<file path="config.mk">
export PLATFORM = sky130hd
export DESIGN_NAME = bid_result_log
export DESIGN_NICKNAME = d
export VERILOG_FILES = /design/src/rtl/bids22_pkg.sv /design/src/rtl/bid_result_fifo.sv /design/src/rtl/bid_result_log.sv
export SDC_FILE = /design/constraint.sdc
export NUM_CORES = 1
export LEC_CHECK = 0
export ABC_AREA = 1
export CORE_AREA = 2 2 273 275
export CTS_BUF_LIST = sky130_fd_sc_hd__clkbuf_8 sky130_fd_sc_hd__clkbuf_16
export DETAILED_ROUTE_END_ITERATION = 6
export DIE_AREA = 0 0 275 277
export PLACE_DENSITY = 0.39
export SYNTH_ARGS = -nofsm -noshare
export SYNTH_HDL_FRONTEND = slang
export SYNTH_SLANG_ARGS = --single-unit
</file>
<file path="constraint.sdc">
create_clock -name clk -period 4.4 [get_ports clk]
set_clock_uncertainty 0.2 [all_clocks]
set_input_delay 0.44 -clock clk [delete_from_list [all_inputs] [get_ports clk]]
set_output_delay 0.44 -clock clk [all_outputs]
set_load 0.1 [all_outputs]
</file>
<file path="src/rtl/bids22_pkg.sv">
// ============================================================================
// Package : bids22_pkg
// Shared types, error codes and winner resolution for the bid result log.
// Revision: 1.0
// ============================================================================
`default_nettype none

package bids22_pkg;

    typedef enum logic [1:0] {
        WIN_NONE = 2'b00,
        WIN_X    = 2'b01,
        WIN_Y    = 2'b10,
        WIN_Z    = 2'b11
    } winner_e;

    localparam logic [2:0] ERR_DUP      = 3'b101;
    localparam logic [2:0] ERR_MULTIWIN = 3'b111;

    localparam int REC_RID_W = 16;
    localparam int REC_AMT_W = 32;

    // Default record layout; the FIFO stores the same field order as a flat vector.
    typedef struct packed {
        logic [REC_RID_W-1:0] rid;
        winner_e              winner;
        logic [REC_AMT_W-1:0] amt;
        logic [2:0]           err;
    } result_rec_t;

    function automatic winner_e resolve_winner(input logic x, input logic y, input logic z);
        case ({x, y, z})
            3'b100:  return WIN_X;
            3'b010:  return WIN_Y;
            3'b001:  return WIN_Z;
            default: return WIN_NONE;
        endcase
    endfunction

    function automatic logic is_multi_win(input logic x, input logic y, input logic z);
        return (x & y) | (x & z) | (y & z);
    endfunction

endpackage

`default_nettype wire

</file>
<file path="src/rtl/bid_result_fifo.sv">
// ============================================================================
// Module  : bid_result_fifo
// Generic synchronous FIFO of packed result records with explicit occupancy.
// Revision: 1.0
// ============================================================================
`default_nettype none

module bid_result_fifo #(
    parameter int DEPTH = 8,
    parameter int WIDTH = 53
) (
    input  logic                     clk,
    input  logic                     reset_n,
    input  logic                     i_push,
    input  logic [WIDTH-1:0]         i_wr_data,
    input  logic                     i_pop,
    output logic [WIDTH-1:0]         o_rd_data,
    output logic                     o_full,
    output logic                     o_empty,
    output logic [$clog2(DEPTH):0]   o_count
);

    localparam int PTR_W = $clog2(DEPTH);
    localparam int CNT_W = PTR_W + 1;

    logic [WIDTH-1:0] r_mem [DEPTH];
    logic [PTR_W-1:0] r_wptr;
    logic [PTR_W-1:0] r_rptr;
    logic [CNT_W-1:0] r_count;
    logic             w_push;
    logic             w_pop;

    assign o_empty = (r_count == '0);
    assign o_full  = (r_count == CNT_W'(DEPTH));
    assign w_pop   = i_pop && !o_empty;
    // A push into a full FIFO is only legal when the head leaves the same cycle.
    assign w_push  = i_push && (!o_full || w_pop);

    always_ff @(posedge clk or negedge reset_n) begin
        if (!reset_n) begin
            r_wptr  <= '0;
            r_rptr  <= '0;
            r_count <= '0;
        end else begin
            if (w_push) r_wptr <= r_wptr + PTR_W'(1);
            if (w_pop)  r_rptr <= r_rptr + PTR_W'(1);
            if (w_push && !w_pop)      r_count <= r_count + CNT_W'(1);
            else if (w_pop && !w_push) r_count <= r_count - CNT_W'(1);
        end
    end

    always_ff @(posedge clk) begin
        if (w_push) r_mem[r_wptr] <= i_wr_data;
    end

    assign o_rd_data = o_empty ? '0 : r_mem[r_rptr];
    assign o_count   = r_count;

endmodule

`default_nettype wire

</file>
<file path="src/rtl/bid_result_log.sv">
// ============================================================================
// Module  : bid_result_log
// Logs one record per auction round into a host-drained FIFO with drop tracking.
// Optional per-winner statistics enabled by macro BID_RESULT_STATS_EN.
// Revision: 1.0
// ============================================================================
`default_nettype none

module bid_result_log
    import bids22_pkg::*;
#(
    parameter int DEPTH = 8,
    parameter int AMT_W = 32,
    parameter int RID_W = 16
) (
    input  logic                   clk,
    input  logic                   reset_n,
    input  logic                   roundOver,
    input  logic                   X_win,
    input  logic                   Y_win,
    input  logic                   Z_win,
    input  logic [AMT_W-1:0]       maxBid,
    input  logic [2:0]             err,
    output logic                   rd_valid,
    input  logic                   rd_ready,
    output logic [RID_W-1:0]       rd_rid,
    output logic [1:0]             rd_winner,
    output logic [AMT_W-1:0]       rd_amt,
    output logic [2:0]             rd_err,
    output logic [$clog2(DEPTH):0] count,
    output logic                   overflow,
    input  logic                   clr_ovf,
`ifdef BID_RESULT_STATS_EN
    output logic [15:0]            x_wins,
    output logic [15:0]            y_wins,
    output logic [15:0]            z_wins,
    output logic [15:0]            none_cnt,
`endif
    output logic [7:0]             drop_cnt
);

    localparam int REC_W = RID_W + 2 + AMT_W + 3;

    logic             r_ro_q;
    logic [RID_W-1:0] r_rid;
    logic             r_overflow;
    logic [7:0]       r_drop_cnt;

    logic             w_cap;
    logic             w_pop;
    logic             w_push;
    logic             w_drop;
    logic             w_full;
    logic             w_empty;
    winner_e          w_win;
    logic             w_multi;
    logic [AMT_W-1:0] w_amt;
    logic [2:0]       w_err;
    logic [REC_W-1:0] w_wr_rec;
    logic [REC_W-1:0] w_rd_rec;

    assign w_cap   = roundOver && !r_ro_q;
    assign w_win   = resolve_winner(X_win, Y_win, Z_win);
    assign w_multi = is_multi_win(X_win, Y_win, Z_win);
    assign w_amt   = (w_win != WIN_NONE) ? maxBid : '0;
    assign w_err   = w_multi ? ERR_MULTIWIN : err;
    assign w_wr_rec = {r_rid, w_win, w_amt, w_err};

    assign rd_valid = !w_empty;
    assign w_pop    = rd_valid && rd_ready;
    assign w_push   = w_cap && (!w_full || w_pop);
    assign w_drop   = w_cap && w_full && !w_pop;

    bid_result_fifo #(
        .DEPTH (DEPTH),
        .WIDTH (REC_W)
    ) u_fifo (
        .clk       (clk),
        .reset_n   (reset_n),
        .i_push    (w_push),
        .i_wr_data (w_wr_rec),
        .i_pop     (w_pop),
        .o_rd_data (w_rd_rec),
        .o_full    (w_full),
        .o_empty   (w_empty),
        .o_count   (count)
    );

    assign {rd_rid, rd_winner, rd_amt, rd_err} = w_rd_rec;

    // Round counter advances on every capture, dropped or not.
    always_ff @(posedge clk or negedge reset_n) begin
        if (!reset_n) begin
            r_ro_q     <= 1'b0;
            r_rid      <= '0;
            r_overflow <= 1'b0;
            r_drop_cnt <= '0;
        end else begin
            r_ro_q <= roundOver;
            if (w_cap) r_rid <= r_rid + RID_W'(1);
            if (w_drop) begin
                r_overflow <= 1'b1;
                if (clr_ovf)                 r_drop_cnt <= 8'd1;
                else if (r_drop_cnt != 8'hFF) r_drop_cnt <= r_drop_cnt + 8'd1;
            end else if (clr_ovf) begin
                r_overflow <= 1'b0;
                r_drop_cnt <= '0;
            end
        end
    end

    assign overflow = r_overflow;
    assign drop_cnt = r_drop_cnt;

`ifdef BID_RESULT_STATS_EN
    logic [15:0] r_x_wins;
    logic [15:0] r_y_wins;
    logic [15:0] r_z_wins;
    logic [15:0] r_none_cnt;

    always_ff @(posedge clk or negedge reset_n) begin
        if (!reset_n) begin
            r_x_wins   <= '0;
            r_y_wins   <= '0;
            r_z_wins   <= '0;
            r_none_cnt <= '0;
        end else if (w_cap) begin
            case (w_win)
                WIN_X:   if (r_x_wins   != 16'hFFFF) r_x_wins   <= r_x_wins   + 16'd1;
                WIN_Y:   if (r_y_wins   != 16'hFFFF) r_y_wins   <= r_y_wins   + 16'd1;
                WIN_Z:   if (r_z_wins   != 16'hFFFF) r_z_wins   <= r_z_wins   + 16'd1;
                default: if (r_none_cnt != 16'hFFFF) r_none_cnt <= r_none_cnt + 16'd1;
            endcase
        end
    end

    assign x_wins   = r_x_wins;
    assign y_wins   = r_y_wins;
    assign z_wins   = r_z_wins;
    assign none_cnt = r_none_cnt;
`endif

endmodule

`default_nettype wire

</file>
==> flow_summary_export.csv, run 1 <==
group,metric,value,unit
outcome,status,"complete, no violations",
run,max_cap_violations,0,
grt,antenna_found_initial,0,
clocking,cts_sinks,460,
floorplanning,die_x,275,microns
timing,setup_tns,0,ns
setup_path,path_class,"register to primary output",
timing,hold_viol,0,
place,portBuffers,109,
timing,setup_viol,0,
layout,nFillCells,7500,
yosys,syn_nets,1643,
timing,rsz0062_at_grt,"false",
floorplanning,die_y,277,microns
layout,layout.nets,1744,
grt,grt_max_degree,214,
grt,grt_pass1_wl,78.2,mm
place,post-dp-hpwl,26.0,mm
place,dpl.cell_count,2606,
timing,timing.final.ws_setup,0.682,ns
clocking,cts_tree,"built",
clocking,clk_latency,0.59,ns
yosys,netlist_instances,1592,
layout,synthToLayoutAreaGrowth,20.5,%
grt,gr-total-overflow,0,
place,dp_slack,1.11,ns
drt,drt-total-wl,51.6,mm
yosys,synth_edf_count,424,
grt,grt_pass1_vias,12164,
layout,regArea,13600,sq um
clocking,root_buffer,"clkbuf_16",
setup_path,cp-start-kind,"register",
timing,worst_pin_slew,1.01,ns
setup_path,cpPeakStageDelay,0.72,ns
place,gp_congestion,0.701,
floorplanning,pin_count,110,
yosys,synth-async-reset-ratio,0.0783,
setup_path,cp_cell_sequence,"buf_12 > o21ai_0 > o22ai_1 > nor2_1 > nor2_1 > buf_4",
grt,grtUsageTotal,0.135,
drt,drtPass1Iterations,5,
yosys,netlist-cell-type-count,34,
layout,diodes,0,
drt,dr_total_vias,12113,
floorplanning,rows,100,
yosys,avgSynthCellArea,11.9,sq um
layout,layout.cells.non_filler,2704,
layout,multi_input_comb_area,4670,sq um
drt,drc,0,
worst_hold_path,hold_path_class,"input port to register",
yosys,synth_area,18900,sq um
drt,vias_per_cell,4.48,
setup_path,cpMostUsedCell,"nor2_1",
setup_path,cp_max_fo,213,
yosys,ys.flop_type,"edfxtp_1",
clocking,clock_path_buffers,3,
floorplanning,die-area,76200,sq um
timing,fin_crit_sh,0.845,
setup_path,crit_start,"u_fifo.r_rptr[0]",
place,placed_area,21100,sq um
timing,fin_crit,3.72,ns
clocking,clkTransAtPathRegs,0.06,ns
timing,clock.fmax,269,MHz
floorplanning,fp.coreArea,73600,sq um
setup_path,r2r-start,"u_fifo.o_count[0]",
setup_path,arrival,3.08,ns
floorplanning,start_util,0.257,
clocking,numCtsBuffers,53,
drt,drt-initial-drc-count,782,
setup_path,worst_setup_path_end_kind,"primary output",
yosys,ys_warn_count,0,
drt,avgRoutedWirePerCell,19.1,microns
yosys,ys_seq_area_frac,0.720,
yosys,ys_ff_latch,460,
clocking,htreeDepth,2,
worst_hold_path,holdCritStartpoint,"roundOver",
timing,drv_slew,0,
drt,ant_nets,0,
layout,layout-drive-gt1-share,0.108,
setup_path,critPathRequiredTime,3.76,ns
layout,stdcell_area,22800,sq um
setup_path,crit_slowest_cell,"buf_12",
timing,slew_headroom,0.324,
cell usage in the layout, fill, tap and decap left out, types with 9 or more instances in the layout:
| cell type | synthesis | final |
|---|---|---|
| nor2_1 | 439 | 430 |
| edfxtp_1 | 424 | 424 |
| o21ai_0 | 195 | 195 |
| nand2_1 | 140 | 139 |
| inv_1 | 63 | 78 |
| buf_4 | 10 | 64 |
| clkdlybuf4s50_1 | 0 | 54 |
| o22ai_1 | 53 | 53 |
| clkbuf_16 | 0 | 53 |
| o211ai_1 | 39 | 39 |
| dfrtp_1 | 36 | 33 |
| o21ai_1 | 29 | 29 |
| nand3_1 | 20 | 20 |
| buf_12 | 0 | 17 |
| o211ai_2 | 14 | 14 |
| clkinv_1 | 0 | 11 |
| nor2_4 | 0 | 9 |
| xor2_1 | 9 | 9 |
kinds of logic after synthesis:
kind of cell | Yosys count | share of synthesized area
buffers and inverters | 155 | 0.0372
and+or+nand+nor | 618 | 0.127
adders and majority gates | 8 | 0.00568
DFF | 460 | 0.720
AOI/OAI and AO/OA | 335 | 0.103
xor gates and xnor gates | 16 | 0.00740
state kept, by name, indices dropped and copies added (netlist names):
signal,flops
u_fifo.r_wptr,3
u_fifo.r_mem,424
drop_cnt,8
r_rid,16
u_fifo.r_rptr,3
overflow,1
r_ro_q,1
u_fifo.o_count,4
worst max-delay path: cells and delay by family, from the launching register on:
kind / cells / cell delay [ns]
DFF: 1 / 0.45
AOI/OAI and AO/OA: 2 / 0.43
and+or+nand+nor: 2 / 0.43
buffers and inverters: 2 / 1.09
layout make-up:
cell class	instances	share of cell area
Clock buffer	53	0.0581
Clock inverter	44	0.0151
Inverter	64	0.0107
Multi-Input combinational cell	977	0.205
Sequential cell	460	0.598
Tap cell	969	0.0531
Timing Repair Buffer	137	0.0603
cell usage after synthesis, types with 14 or more instances:
master | instances | area (sq um)
buf_2 | 27 | 135
o211ai_1 | 39 | 293
o21ai_1 | 29 | 145
nor2_1 | 439 | 1650
nand2_1 | 140 | 526
dfrtp_1 | 36 | 901
inv_1 | 63 | 236
nand3_1 | 20 | 100
o211ai_2 | 14 | 175
edfxtp_1 | 424 | 12700
o22ai_1 | 53 | 332
o21ai_0 | 195 | 976
clkbuf_1 | 43 | 161
per-layer routing:
layer,GRT usage,wire [microns]
met5,0,0
met4,0.0306,959
met3,0.0219,1850
met2,0.216,23800
met1,0.190,24900
worst paths after layout:
| kind | end | slack [ns] | cells after the start |
|---|---|---|---|
| max | rd_rid[8] | 0.68 | 6 |
| min | r_ro_q | 0.18 | 1 |
| max reg2reg | u_fifo.o_count[3] | 1.37 | 11 |
| min reg2reg | overflow | 0.29 | 2 |
| max in group asynchronous | u_fifo.r_rptr[0] | 2.99 | 2 |
| min in group asynchronous | drop_cnt[6] | 0.32 | 2 |
metrics by stage:
stage / hold slack (ns) / utilization
after floorplan: -0.0556 / -
after global routing: 0.192 / 0.310
after global placement: 0.277 / 0.287
after CTS: 0.152 / 0.310
final: 0.183 / 0.310
after detailed placement: 0.274 / 0.287
repair_timing:
action | in CTS | in global routing
hold endpoints to repair | 36 | 0
hold buffers | 1 | 0
buffers inserted | 0 | 0
gates resized for setup | 0 | 0
Power of run 1 is left out: the tool's default activity adds up to more than one toggle a clock period on the data nets, which glitch-free logic cannot reach.
==> inputs of run 2 (changes only) <==
--- a/config.mk
+++ b/config.mk
@@ -10,7 +10,7 @@
 export CTS_BUF_LIST = sky130_fd_sc_hd__clkbuf_8 sky130_fd_sc_hd__clkbuf_16
 export DETAILED_ROUTE_END_ITERATION = 6
 export DIE_AREA = 0 0 275 277
-export PLACE_DENSITY = 0.39
+export PLACE_DENSITY = 0.41
 export SYNTH_ARGS = -nofsm -noshare
 export SYNTH_HDL_FRONTEND = slang
 export SYNTH_SLANG_ARGS = --single-unit
==> constraint.sdc (replaced) <==
create_clock -name clk -period 3 [get_ports clk]
set_clock_uncertainty 0.2 [all_clocks]
set_input_delay 0.3 -clock clk [delete_from_list [all_inputs] [get_ports clk]]
set_output_delay 0.3 -clock clk [all_outputs]
set_load 0.1 [all_outputs]
==> run 2 against run 1 <==
Global-route usage is 0.17 points higher. Clock-buffer cell count rose by 3. Largest cell class unchanged. Critical endpoint is now rd_winner[0]. Die area did not move.
==> flow_summary_export.csv, run 2 (synthesis gave the netlist of run 1 again) <==
group,metric,value,unit
outcome,status,"complete, no violations",
worst_hold_path,hold_path_end,"r_ro_q",
setup_path,setup.reg_to_reg.worst_slack,0.55,ns
layout,layout-drive-gt1-share,0.158,
layout,layout_commonest_cell,"edfxtp_1",
drt,vias_per_cell,4.49,
setup_path,cp_cell_sequence,"bufbuf_16 > nor2_1 > o22ai_1 > nor2_1 > nor2_2 > buf_12",
clocking,clock_path_buffers,3,
layout,layout.nets,1759,
layout,synthToLayoutAreaGrowth,25.9,%
timing,hold_viol,0,
clocking,cts_tree,"built",
clocking,root_buffer,"clkbuf_16",
setup_path,crit_slowest_cell,"dfrtp_4",
layout,regArea,13600,sq um
timing,rsz0062_at_grt,"true",
setup_path,cp-start-kind,"register",
timing,fin_crit,2.94,ns
drt,drtPass1Iterations,5,
layout,final_util,0.324,
floorplanning,die_x,275,microns
clocking,clk_latency,0.58,ns
worst_hold_path,hold_path_class,"input port to register",
setup_path,cp_max_fo,60,
layout,layout.cells.most_common_list,"edfxtp_1, nor2_1, o21ai_0",
clocking,clkTransAtPathRegs,0.06,ns
worst_hold_path,hold_path_depth,1,
layout,multi_input_comb_area,4870,sq um
clocking,cts_sinks,460,
floorplanning,rows,100,
grt,met1_usage,0.183,
setup_path,r2r-start,"u_fifo.o_count[0]",
timing,worst_pin_slew,1.18,ns
grt,gr-total-overflow,0,
layout,nFillCells,7326,
timing,setup_viol,0,
drt,avgRoutedWirePerCell,19.4,microns
setup_path,arrival,2.44,ns
floorplanning,pin_count,110,
timing,fin_crit_sh,0.980,
layout,top_register,"u_fifo.r_mem",
floorplanning,fp.coreArea,73600,sq um
floorplanning,die_y,277,microns
grt,use_met2,0.228,
grt,grt.busiest_layer,"met2",
floorplanning,die-area,76200,sq um
setup_path,r2r-end,"u_fifo.o_count[3]",
timing,drv_slew,0,
drt,dr_total_vias,12190,
setup_path,cpMostUsedCell,"nor2_1",
layout,stdcell_area,23800,sq um
grt,grtUsageMet3,0.0223,
layout,diodes,0,
drt,ant_nets,0,
clocking,numCtsBuffers,49,
grt,grt_pass1_wl,78.4,mm
grt,grtUsageTotal,0.136,
setup_path,cpPeakStageDelay,0.55,ns
layout,largest_reg_flops,424,
setup_path,path_class,"register to primary output",
timing,clock.fmax,340,MHz
place,post-dp-hpwl,28.8,mm
run,max_cap_violations,0,
drt,drt-total-wl,52.5,mm
setup_path,worst_setup_path_end_kind,"primary output",
clocking,htreeDepth,2,
place,placed_area,22100,sq um
setup_path,ff2ff_path_depth,12,
floorplanning,start_util,0.257,
place,gp_congestion,0.707,
grt,grt_pass1_vias,12203,
setup_path,critPathRequiredTime,2.50,ns
grt,grt_max_degree,67,
place,portBuffers,109,
worst_hold_path,holdCritStartpoint,"roundOver",
timing,slew_headroom,0.212,
drt,drt-initial-drc-count,736,
grt,antenna_found_initial,0,
timing,setup_tns,0,ns
drt,drc,0,
==> run 2: cell count changes in the layout (fill, tap and decap cells not counted), moves of 6 or more <==
cell,delta
nor2_1,-51
clkbuf_8,+6
clkdlybuf4s50_1,-13
clkinv_1,-6
buf_4,-30
nor2_4,+15
nor2_2,+36
buf_12,+53
==> run 2: what timing repair did <==
item / 4_1_cts / 5_1_grt
gates cloned: 1 / 1
resized for setup: 9 / 9
hold endpoints to repair: 36 / 0
setup endpoints to repair: 37 / 41
hold buffers: 1 / 0
buffers inserted: 1 / 0
pin swaps: 0 / 2
==> run 2: final cells by class <==
class / count / share of cell area
inverters: 64 / 0.0105
flip-flops and latches: 460 / 0.572
clock inverters: 33 / 0.0108
well taps: 969 / 0.0508
clock buffers: 56 / 0.0559
multi-input cells: 977 / 0.204
repair buffers: 156 / 0.0952
==> run 2: worst max path at each step <==
stage	start	endpoint	slack, ns	cells after the start
floorplan	u_fifo.r_rptr[0]	rd_err[2]	0.09	7
global placement	Z_win	u_fifo.r_mem[0][9]	-0.01	6
detailed placement	Y_win	u_fifo.r_mem[7][4]	0.06	6
CTS	u_fifo.r_rptr[0]	rd_err[2]	-0.03	7
global route	u_fifo.r_rptr[0]	rd_amt[15]	-0.08	8
finish	u_fifo.r_rptr[0]	rd_winner[0]	0.06	6
==> run 2: metal layers <==
metal	vias up	share of wire
li1	5848	-
met1	6083	0.46
met2	198	0.49
met3	61	0.035
met4	0	0.019
met5	-	0
==> run 2: critical path, delay by kind of cell (launching register included) <==
kind            cells  cell delay (ns)
simple gates        3             0.45
flops               1             0.55
buf+inv             2             0.67
compound gates      1             0.14
==> run 2: metrics by stage <==
step	std cells	hold WS, ns	worst slack (ns)
after global placement	2622	0.273	-0.00992
after CTS	2714	0.0257	-0.0336
final	2715	0.0569	0.0586
after floorplan	1592	-0.196	0.0949
after global routing	2715	0.0556	-0.0753
after detailed placement	2622	0.272	0.0554
Power of run 2 is left out for the same reason.
==> inputs of run 3 (changes only) <==
--- a/config.mk
+++ b/config.mk
@@ -5,12 +5,13 @@
 export SDC_FILE = /design/constraint.sdc
 export NUM_CORES = 1
 export LEC_CHECK = 0
-export ABC_AREA = 1
-export CORE_AREA = 2 2 273 275
+export ABC_AREA = 0
+export CORE_AREA = 2 2 268 270
 export CTS_BUF_LIST = sky130_fd_sc_hd__clkbuf_8 sky130_fd_sc_hd__clkbuf_16
 export DETAILED_ROUTE_END_ITERATION = 6
-export DIE_AREA = 0 0 275 277
-export PLACE_DENSITY = 0.41
+export DIE_AREA = 0 0 270 272
+export PLACE_DENSITY = 0.4
+export RECOVER_POWER = 50
 export SYNTH_ARGS = -nofsm -noshare
 export SYNTH_HDL_FRONTEND = slang
 export SYNTH_SLANG_ARGS = --single-unit
==> run 3 against run 2 <==
Sequential share of layout area increased by 0.88 points. Core utilization increased by 0.79 points. Worst hold slack better by 0.17 ns. Final area is 1.5% lower. Maximum frequency down 0.59%. Routed wire length shrank 16%. Non-clock buffer count increased by 22. Global-route usage is 1.6 points lower. Critical path depth grew 1.
==> flow_summary_export.csv, run 3 <==
group,metric,value,unit
worst_hold_path,hold_path_class,"input port to register",
drt,drt-total-wl,44.3,mm
yosys,synth_edf_count,424,
drt,vias_per_cell,4.32,
setup_path,cp_cell_sequence,"buf_12 > buf_12 > buf_16 > mux4_2 > mux2i_2 > nor2_1 > buf_12",
setup_path,cpMostUsedCell,"buf_12",
grt,grt_pass1_vias,9569,
timing,worst_pin_slew,1.21,ns
run,max_cap_violations,0,
timing,drv_slew,0,
drt,drt-initial-drc-count,497,
grt,grt_pass1_wl,65.7,mm
timing,hold_viol,0,
setup_path,cp_max_fo,11,
yosys,yosysMostFrequentCell,"edfxtp_1",
clocking,clk_latency,0.58,ns
drt,dr_total_vias,8931,
layout,layout-drive-gt1-share,0.315,
layout,layout.cells.most_common_list,"edfxtp_1, mux4_2, buf_12",
clocking,cts_tree,"built",
timing,rsz0062_at_grt,"true",
clocking,numCtsBuffers,53,
grt,antenna_found_initial,1,
floorplanning,die_y,272,microns
yosys,synth_top_area_share,0.702,
timing,clock.fmax,338,MHz
layout,layout_commonest_cell,"edfxtp_1",
place,post-dp-hpwl,23.7,mm
timing,fin_crit_sh,0.986,
timing,slew_headroom,0.196,
layout,synthToLayoutAreaGrowth,29.4,%
grt,grt_max_degree,54,
clocking,clock_path_buffers,3,
setup_path,crit_family,"multiplexers",
setup_path,cp-start-kind,"register",
yosys,ys_ff_latch,460,
setup_path,crit_slowest_cell,"mux4_2",
clocking,htreeDepth,2,
setup_path,cpPeakStageDelay,0.50,ns
floorplanning,die_x,270,microns
setup_path,path_buf_inv,4,
place,dp_slack,0.0261,ns
drt,drtPass1Iterations,4,
yosys,synth.top_cells.by_count,"edfxtp_1, mux4_2, nor2_1, mux2i_1, dfrtp_1",
yosys,avgSynthCellArea,20.5,sq um
drt,drc,0,
layout,largest_reg_flops,424,
drt,ant_nets,0,
timing,timing.final.ws_setup,0.0410,ns
setup_path,arrival,2.46,ns
timing,setup_viol,0,
place,gp_congestion,0.689,
layout,top_register,"u_fifo.r_mem",
clocking,root_buffer,"clkbuf_16",
floorplanning,rows,98,
yosys,synth-async-reset-ratio,0.0783,
setup_path,path_class,"register to primary output",
layout,diodes,0,
yosys,ys_seq_area_frac,0.751,
yosys,netlist_instances,887,
grt,gr-total-overflow,0,
layout,nFillCells,6753,
setup_path,critPathRequiredTime,2.50,ns
layout,regArea,13700,sq um
setup_path,worst_setup_path_end_kind,"primary output",
yosys,ys.flop_type,"edfxtp_1",
clocking,clkTransAtPathRegs,0.06,ns
grt,grtUsageTotal,0.121,
floorplanning,die-area,73400,sq um
drt,avgRoutedWirePerCell,21.4,microns
floorplanning,start_util,0.256,
layout,layout.nets,1126,
yosys,netlist-cell-type-count,47,
yosys,synth_area,18100,sq um
yosys,syn_nets,938,
floorplanning,fp.coreArea,70800,sq um
outcome,status,"complete, no violations",
place,portBuffers,109,
yosys,yosysTopAreaCell,"edfxtp_1",
layout,multi_input_comb_area,4500,sq um
yosys,ys_warn_count,0,
floorplanning,pin_count,110,
clocking,cts_sinks,460,
timing,fin_crit,2.96,ns
yosys,yosys-top-cells-area,"edfxtp_1, mux4_2, dfrtp_1, mux2i_1, nor2_1",
[run 3: cell count changes after synthesis, moves of 32 or more]
cell	previous run	this run
and2_1	1	33
o211ai_1	39	0
inv_1	63	3
nand2_1	140	17
nor2_1	439	61
o21ai_0	195	4
mux2i_1	0	54
mux4_2	0	106
o22ai_1	53	0
[run 3: layer usage]
layer / track usage / routed length [microns] / vias up
met3: 0.0277 / 2210 / 55
met2: 0.193 / 21000 / 163
met1: 0.167 / 20400 / 4733
li1: - / - / 3980
met5: 0 / 0 / -
met4: 0.0279 / 719 / 0
[run 3: what timing repair did]
item / 4_1_cts / 5_1_grt
cloned: 2 / 2
resized for setup: 17 / 21
buffers inserted: 9 / 13
endpoints found under the setup margin: 47 / 39
hold buffers: 2 / 0
endpoints found under the hold margin: 37 / 0
[run 3: logic make-up after synthesis]
group | after synthesis | synth area share
DFF | 460 | 0.751
muxes | 165 | 0.164
and+or+nand+nor | 157 | 0.0441
buffers and inverters | 50 | 0.0139
xor gates and xnor gates | 24 | 0.0116
AOI/OAI and AO/OA | 23 | 0.00889
adders and majority gates | 8 | 0.00593
[run 3: worst reg2reg max path, cell delays in order (launching register included)]
cell       delay (ns)
dfrtp_4          0.51
nor4_4           0.39
inv_2            0.09
nand2_2          0.12
ha_1             0.25
inv_1            0.14
ha_1             0.30
a21o_1           0.22
a2111oi_2        0.36
o31ai_1          0.12
[run 3: worst paths after layout]
kind	slack, ns	cells after the start	start	to
setup / recovery	0.04	7	u_fifo.r_rptr[0]	rd_amt[29]
hold reg to reg	0.29	1	overflow	overflow
max in group asynchronous	1.55	2	reset_n	u_fifo.r_rptr[1]
min in group asynchronous	0.25	2	reset_n	u_fifo.o_count[3]
setup reg to reg	0.17	9	u_fifo.o_count[3]	u_fifo.o_count[3]
hold / removal	0.22	3	rd_ready	u_fifo.r_rptr[2]
[run 3: cell type report]
| class | count | share of cell area |
|---|---|---|
| multi-input combinational | 377 | 0.191 |
| clock inverter | 43 | 0.0118 |
| sequential | 460 | 0.581 |
| clock buffer | 53 | 0.0565 |
| inverter | 5 | 0.000799 |
| timing repair buffer | 178 | 0.108 |
| tap | 950 | 0.0506 |
[run 3: through the flow]
step                      area, sq um   util  TNS (ns)  std cells  hold slack [ns]
after CTS                       23300  0.329    -0.762       2051            0.185
after detailed placement        21400  0.302         0       1942            0.282
after floorplan                 18300      -    -33.23        887           -0.196
final                           23500  0.332         0       2066            0.222
after global routing            23500  0.332    -0.957       2066            0.203
after global placement          21400  0.302   -0.0590       1942            0.273
Power of run 3 is left out for the same reason.
